### src/rtl/fdtd_wt_arbiter_if.sv
// -----------------------------------------------------------------------------
// fdtd_wt_arbiter_if
//   Bundles the requester-side and engine-side signals of the FDTD write
//   arbiter.
//
//   Requester side : req_i, word_addr_i, data_i (packed, slice k = requester k),
//                    gnt_o (one-hot completion pulse)
//   Engine side    : wt_req_o, wt_word_addr_o, wt_data_o (towards the engine),
//                    wt_gnt_i (B response accepted), aw_fire_i (AW handshake)
//
//   modport master : used by the arbiter (it masters the shared write engine)
//   modport slave  : used by the surrounding requesters/engine (or a bench)
// -----------------------------------------------------------------------------
interface fdtd_wt_arbiter_if #(
  parameter int NUM_REQ         = 4,
  parameter int AXI4_ADDR_WIDTH = 32,
  parameter int AXI4_DATA_WIDTH = 32
);
  localparam int WA = AXI4_ADDR_WIDTH - 2;

  logic [NUM_REQ-1:0]                 req_i;
  logic [NUM_REQ*WA-1:0]              word_addr_i;
  logic [NUM_REQ*AXI4_DATA_WIDTH-1:0] data_i;
  logic [NUM_REQ-1:0]                 gnt_o;

  logic                               wt_req_o;
  logic [WA-1:0]                      wt_word_addr_o;
  logic [AXI4_DATA_WIDTH-1:0]         wt_data_o;
  logic                               wt_gnt_i;
  logic                               aw_fire_i;

  modport master (
    input  req_i, word_addr_i, data_i, wt_gnt_i, aw_fire_i,
    output gnt_o, wt_req_o, wt_word_addr_o, wt_data_o
  );

  modport slave (
    output req_i, word_addr_i, data_i, wt_gnt_i, aw_fire_i,
    input  gnt_o, wt_req_o, wt_word_addr_o, wt_data_o
  );
endinterface

### src/rtl/fdtd_wt_arbiter.sv
// -----------------------------------------------------------------------------
// fdtd_wt_arbiter
//   Shares one single-word AXI write engine among NUM_REQ FDTD write
//   requesters. One pending requester is selected, its word address and data
//   are latched and presented to the engine, and a one-cycle one-hot grant is
//   returned once the engine reports completion.
//
//   The engine samples its request one cycle late, so the request is dropped
//   as soon as the AW handshake is seen; this prevents a duplicate write.
//
//   Ports
//     ACLK      : clock, rising edge
//     ARESET    : asynchronous active-high reset
//     bus       : fdtd_wt_arbiter_if.master (requester and engine signals)
//     busy_o    : high whenever the arbiter is not idle
//     cur_id_o  : index of the requester being served (valid while busy_o)
//
//   Configuration macro
//     FDTD_WT_ARB_RR_EN : defined   -> round-robin with rotating pointer
//                         undefined -> fixed priority, lowest index wins
//   In both modes the requester just granted is masked for one idle cycle so
//   it may drop its request one cycle after the grant.
// -----------------------------------------------------------------------------
module fdtd_wt_arbiter #(
  parameter int NUM_REQ         = 4,
  parameter int AXI4_ADDR_WIDTH = 32,
  parameter int AXI4_DATA_WIDTH = 32
) (
  input  logic                        ACLK,
  input  logic                        ARESET,
  fdtd_wt_arbiter_if.master           bus,
  output logic                        busy_o,
  output logic [$clog2(NUM_REQ)-1:0]  cur_id_o
);
  localparam int ID_W = $clog2(NUM_REQ);
  localparam int WA   = AXI4_ADDR_WIDTH - 2;
  localparam int DW   = AXI4_DATA_WIDTH;
  localparam logic [NUM_REQ-1:0] ONE_HOT0 = NUM_REQ'(1);

  typedef enum logic [1:0] {IDLE, ISSUE, WAIT_DONE, ACK} state_t;

  state_t               state_reg;
  logic [ID_W-1:0]      sel_reg;
  logic [NUM_REQ-1:0]   mask_reg;
  logic [NUM_REQ-1:0]   gnt_reg;
  logic                 wt_req_reg;
  logic                 busy_reg;
  logic [WA-1:0]        addr_reg;
  logic [DW-1:0]        data_reg;
`ifdef FDTD_WT_ARB_RR_EN
  logic [ID_W-1:0]      ptr_reg;
`endif

  logic [WA-1:0]        addr_arr [NUM_REQ];
  logic [DW-1:0]        data_arr [NUM_REQ];
  // cand_id[i] is the requester examined at search position i
  logic [ID_W-1:0]      cand_id  [NUM_REQ];
  logic [NUM_REQ-1:0]   elig;
  logic                 pick_valid;
  logic [ID_W-1:0]      pick_id;

  // The post-grant mask is only non-zero in the idle cycle right after ACK.
  assign elig = bus.req_i & ~mask_reg;

  for (genvar gi = 0; gi < NUM_REQ; gi++) begin : g_req
    assign addr_arr[gi] = bus.word_addr_i[gi*WA +: WA];
    assign data_arr[gi] = bus.data_i[gi*DW +: DW];
`ifdef FDTD_WT_ARB_RR_EN
    // Search position gi maps to (ptr + gi) mod NUM_REQ; one extra bit keeps
    // the sum from wrapping before the explicit modulo subtract.
    logic [ID_W:0] rot_sum;
    assign rot_sum      = {1'b0, ptr_reg} + (ID_W+1)'(gi);
    assign cand_id[gi]  = (rot_sum >= (ID_W+1)'(NUM_REQ))
                          ? ID_W'(rot_sum - (ID_W+1)'(NUM_REQ))
                          : rot_sum[ID_W-1:0];
`else
    assign cand_id[gi]  = ID_W'(gi);
`endif
  end

  // Scan from the last search position down to the first so that the
  // earliest eligible position wins.
  always_comb begin
    pick_valid = 1'b0;
    pick_id    = '0;
    for (int i = NUM_REQ - 1; i >= 0; i--) begin
      if (elig[cand_id[i]]) begin
        pick_valid = 1'b1;
        pick_id    = cand_id[i];
      end
    end
  end

  always_ff @(posedge ACLK or posedge ARESET) begin
    if (ARESET) begin
      state_reg  <= IDLE;
      sel_reg    <= '0;
      mask_reg   <= '0;
      gnt_reg    <= '0;
      wt_req_reg <= 1'b0;
      busy_reg   <= 1'b0;
      addr_reg   <= '0;
      data_reg   <= '0;
`ifdef FDTD_WT_ARB_RR_EN
      ptr_reg    <= '0;
`endif
    end else begin
      gnt_reg  <= '0;
      mask_reg <= '0;
      case (state_reg)
        IDLE: begin
          if (pick_valid) begin
            sel_reg    <= pick_id;
            addr_reg   <= addr_arr[pick_id];
            data_reg   <= data_arr[pick_id];
            wt_req_reg <= 1'b1;
            busy_reg   <= 1'b1;
            state_reg  <= ISSUE;
          end
        end
        ISSUE: begin
          // Completion can beat (or coincide with) the AW handshake when the
          // engine collapses its phases; go straight to ACK in that case.
          if (bus.wt_gnt_i) begin
            wt_req_reg <= 1'b0;
            gnt_reg    <= ONE_HOT0 << sel_reg;
            state_reg  <= ACK;
          end else if (bus.aw_fire_i) begin
            wt_req_reg <= 1'b0;
            state_reg  <= WAIT_DONE;
          end
        end
        WAIT_DONE: begin
          // Address/data stay latched: the engine drives WDATA from them.
          if (bus.wt_gnt_i) begin
            gnt_reg   <= ONE_HOT0 << sel_reg;
            state_reg <= ACK;
          end
        end
        ACK: begin
          mask_reg  <= ONE_HOT0 << sel_reg;
          busy_reg  <= 1'b0;
`ifdef FDTD_WT_ARB_RR_EN
          ptr_reg   <= (sel_reg == ID_W'(NUM_REQ - 1)) ? '0 : sel_reg + 1'b1;
`endif
          state_reg <= IDLE;
        end
        default: state_reg <= IDLE;
      endcase
    end
  end

  assign bus.gnt_o          = gnt_reg;
  assign bus.wt_req_o       = wt_req_reg;
  assign bus.wt_word_addr_o = addr_reg;
  assign bus.wt_data_o      = data_reg;
  assign busy_o             = busy_reg;
  assign cur_id_o           = sel_reg;

endmodule

### src/flat_wrapper.sv
// flat-port wrapper written by rule: the top's interface ports become plain ports
module fdtd_wt_arbiter_flat 
#(
  parameter int NUM_REQ         = 4,
  parameter int AXI4_ADDR_WIDTH = 32,
  parameter int AXI4_DATA_WIDTH = 32
)
  (ACLK, ARESET, busy_o, cur_id_o, bus_req_i, bus_word_addr_i, bus_data_i, bus_wt_gnt_i, bus_aw_fire_i, bus_gnt_o, bus_wt_req_o, bus_wt_word_addr_o, bus_wt_data_o);
  fdtd_wt_arbiter_if #(.NUM_REQ(NUM_REQ), .AXI4_ADDR_WIDTH(AXI4_ADDR_WIDTH), .AXI4_DATA_WIDTH(AXI4_DATA_WIDTH)) bus_i ();
  input  logic ACLK;
  input  logic ARESET;
  output logic busy_o;
  output logic [$clog2(NUM_REQ)-1:0] cur_id_o;
  input wire logic [$bits(bus_i.req_i)-1:0] bus_req_i;
  input wire logic [$bits(bus_i.word_addr_i)-1:0] bus_word_addr_i;
  input wire logic [$bits(bus_i.data_i)-1:0] bus_data_i;
  input wire logic [$bits(bus_i.wt_gnt_i)-1:0] bus_wt_gnt_i;
  input wire logic [$bits(bus_i.aw_fire_i)-1:0] bus_aw_fire_i;
  output wire logic [$bits(bus_i.gnt_o)-1:0] bus_gnt_o;
  output wire logic [$bits(bus_i.wt_req_o)-1:0] bus_wt_req_o;
  output wire logic [$bits(bus_i.wt_word_addr_o)-1:0] bus_wt_word_addr_o;
  output wire logic [$bits(bus_i.wt_data_o)-1:0] bus_wt_data_o;
  assign bus_i.req_i = bus_req_i;
  assign bus_i.word_addr_i = bus_word_addr_i;
  assign bus_i.data_i = bus_data_i;
  assign bus_i.wt_gnt_i = bus_wt_gnt_i;
  assign bus_i.aw_fire_i = bus_aw_fire_i;
  assign bus_gnt_o = bus_i.gnt_o;
  assign bus_wt_req_o = bus_i.wt_req_o;
  assign bus_wt_word_addr_o = bus_i.wt_word_addr_o;
  assign bus_wt_data_o = bus_i.wt_data_o;
  fdtd_wt_arbiter #(.NUM_REQ(NUM_REQ), .AXI4_ADDR_WIDTH(AXI4_ADDR_WIDTH), .AXI4_DATA_WIDTH(AXI4_DATA_WIDTH)) u_core (.ACLK(ACLK), .ARESET(ARESET), .bus(bus_i), .busy_o(busy_o), .cur_id_o(cur_id_o));
endmodule
### config.mk
export PLATFORM = sky130hd
export DESIGN_NAME = fdtd_wt_arbiter_flat
export DESIGN_NICKNAME = d
export VERILOG_FILES = /design/src/rtl/fdtd_wt_arbiter_if.sv /design/src/rtl/fdtd_wt_arbiter.sv /design/src/flat_wrapper.sv
export SDC_FILE = /design/constraint.sdc
export NUM_CORES = 1
export LEC_CHECK = 0
export BUFFER_PORTS_ARGS = -buffer_cell sky130_fd_sc_hd__buf_2
export CORE_AREA = 2 2 125 127
export CTS_CLUSTER_SIZE = 28
export DETAILED_ROUTE_END_ITERATION = 10
export DIE_AREA = 0 0 127 129
export PLACE_DENSITY = 0.75
export SLEW_MARGIN = 20
export SYNTH_ARGS = -nofsm -noshare
export SYNTH_HDL_FRONTEND = slang
export SYNTH_SLANG_ARGS = --single-unit
### constraint.sdc
create_clock -name ACLK -period 2.7 [get_ports ACLK]
set_input_delay 0.54 -clock ACLK [delete_from_list [all_inputs] [get_ports ACLK]]
set_output_delay 0.54 -clock ACLK [all_outputs]
set_load 0.02 [all_outputs]
==> impl_results.md <==
- Outcome: complete, no violations
- Hold Violations, Final: 0
- Pins Over Slew Limit: 0
- Max Clk Rate: 513.9 MHz
- Share of cells above drive strength 1: 0.4988
- Relative slew slack: 0.5197
- Ys Warns: 0
- Clk pin slew, worst setup/hold paths: 0.06 ns
- Die Span Y: 129 um
- Post-synthesis mux area share: 0
- Hold_buf cts: 0
- Reg area: 0.001902 mm^2
- Clk buf depth: 2
- Average wire per standard cell: 17.73 um
- Setup_tns: 0 ns
- Crit start category: flop
- Leakage power: 3.660 nW
- CP Capture Type: flop
- WS Path Type: reg2reg
- Seq/Total Area, Yosys: 0.3712
- Power Density: 992.7 mW/mm^2
- # setup viols final: 0
- Total track usage: 0.2205
- First-pass GRT wire length: 28.40 mm
- Critical Path Fanout Max: 25
- Vias: 5627
- Combinational family with the most area after synthesis: compound AO/OA/AOI/OAI gates
- # clock sinks: 76
- N_diodes: 0
- Starting Density: 0.3421
- Commonest non-fill, non-tap cell in the layout: buf_2
- Synth Register Bits: 76
- Most frequent cells in the layout: buf_2, nand2_1, dfrtp_1
- Initial antenna violation count: 1
- Dpl cells: 1030
- Chip width: 127 um
- Post-synth cell types: 29
- Fin crit share: 0.7207
- Hold Path Class: in2async
- Critical Path AT: 2.17 ns
- Fillcell total: 1493
- Worst vdd ir: 0.4487 mV
- Least-Margin Pin Slew: 0.7205 ns
- Root Driver: clkbuf_16
- Syn Inst Count: 559
- Synth Cell Area: 0.005124 mm^2
- Max FFs per register: 32
- I/O pin total: 326
- # DRC: 0
- Clk_lat worst skew: 0.34 ns
- Post-synthesis simple-gate area fraction: 0.1929
- DR vias/cell: 5.380
- XOR/XNOR share of the synthesized area: 0
- GRT overflow: 0
- Mapped Nets: 820
- Antenna Nets Post-Route: 0
- Final wirelength: 18.55 mm
- DR iter-0 viols: 310
- Number of post-CTS setup repair buffers: 0
- PostCTS Resize Cnt: 0
- Placeable core area: 0.01498 mm^2
- RSZ-0062 raised after global routing: no
- Req. time, crit path: 2.92 ns
- Max Cap Violations: 0
- Drt pass-1 iters: 5
- FP Rows: 45
- Cts bufs inserted: 9
- Pin count of the biggest net entering global routing: 64
- Post-synthesis adder-cell area fraction: 0.01221
- Layout Skew: 0.007037 ns
- Syn Area/Cell: 9.166 um^2
- Gpl congestion: 0.8536
- Port-buffer cells: 325
- Non-filler cells, final: 1046
- HPWL after detailed placement: 13.65 mm
- Area occupied by multi-input gates: 0.002904 mm^2
- Vias in the first global route: 5511
- CTS tree: built
- Nets@finish: 1114
- H-tree depth: 3
- Synth Area in Compound Gates: 0.3563
- DIE AREA: 0.01638 mm^2
- Final critical-path required period: 1.946 ns
- Area Growth Syn to Fin: 39.63%
==> final cells by class <==
| class | instances | share of cell area |
|---|---|---|
| multi-input cells | 418 | 0.4059 |
| flip-flops and latches | 76 | 0.2658 |
| repair buffers | 343 | 0.2515 |
| well taps | 188 | 0.03288 |
| clock buffers | 10 | 0.03200 |
| clock inverters | 6 | 0.009094 |
| inverters | 5 | 0.002798 |
==> worst max-delay path: stages (launching register included) <==
cell	delay [ns]
dfrtp_1	0.35
nand2b_1	0.29
o21ai_4	0.24
nand2_4	0.27
buf_4	0.32
a211oi_2	0.24
o21ai_1	0.08
==> path summary, 6_finish.rpt <==
kind	cells after the start	slack (ns)	from	end
hold reg to reg	2	0.48	u_core.bus.wt_data_o[31]	u_core.bus.wt_data_o[31]
setup reg to reg	6	0.75	u_core.mask_reg[3]	u_core.bus.wt_data_o[11]
min in group ACLK	3	0.47	bus_word_addr_i[21]	u_core.bus.wt_word_addr_o[21]
setup / recovery	6	0.75	u_core.mask_reg[3]	u_core.bus.wt_data_o[11]
max in group asynchronous	3	1.76	ARESET	u_core.cur_id_o[1]
hold / removal	2	0.27	ARESET	u_core.bus.wt_data_o[30]
==> Yosys cell counts, drive strengths merged <==
master   instances  area [um^2]
buf             39        246.5
nor3             2        10.01
a21oi            4        23.77
nand2b           4        25.02
a211oi          63        768.2
a221o           62        620.6
and4             1        8.760
and3            62        387.9
a22oi            1        7.510
dfrtp           76         1902
ha               5        62.56
nor2b            1        6.260
a22o             2        17.52
a2bb2oi          1        15.01
o21ai           70        372.9
inv              5        18.77
nand2          133        506.7
nor3b            4        30.03
nor2             3        13.77
clkbuf          21        80.07
==> where the power goes <==
group	switching, mW	internal, mW
sequential	0.309	1.68
clock	0.484	0.716
combinational	2.49	1.42
total	3.29	3.82
==> per-layer routing <==
metal / global-route usage / routed length (um) / part of all wire
met2: 0.4013 / 9539 / 0.51
met1: 0.2560 / 7200 / 0.39
met4: 0.08662 / 427 / 0.023
met5: 0 / 13 / 0.00070
met3: 0.04324 / 1363 / 0.073
==> logic make-up (layout without fill, tap and decap cells) <==
| kind of cell | after synthesis | after routing |
|---|---|---|
| AND/OR/NAND/NOR | 210 | 210 |
| AO/OA/AOI/OAI | 203 | 203 |
| flip-flops | 76 | 76 |
| buffers and inverters | 65 | 364 |
| adder cells (fa/ha/maj) | 5 | 5 |
==> through the flow <==
| step | instance area, um^2 | util | hold slack [ns] | setup slack [ns] | power [mW] |
|---|---|---|---|---|---|
| after CTS | 7154 | 0.4777 | 0.2929 | 0.7386 | 7.175 |
| after global routing | 7154 | 0.4777 | 0.3191 | 0.6085 | 7.645 |
| after floorplan | 5124 | - | 0.5806 | 0.2217 | 4.628 |
| after global placement | 6860 | 0.4581 | 0.4638 | 0.5890 | 5.858 |
| final | 7154 | 0.4777 | 0.2730 | 0.7542 | 7.102 |
| after detailed placement | 6860 | 0.4581 | 0.4694 | 0.5533 | 5.947 |
(Power assumes the default switching activity.)
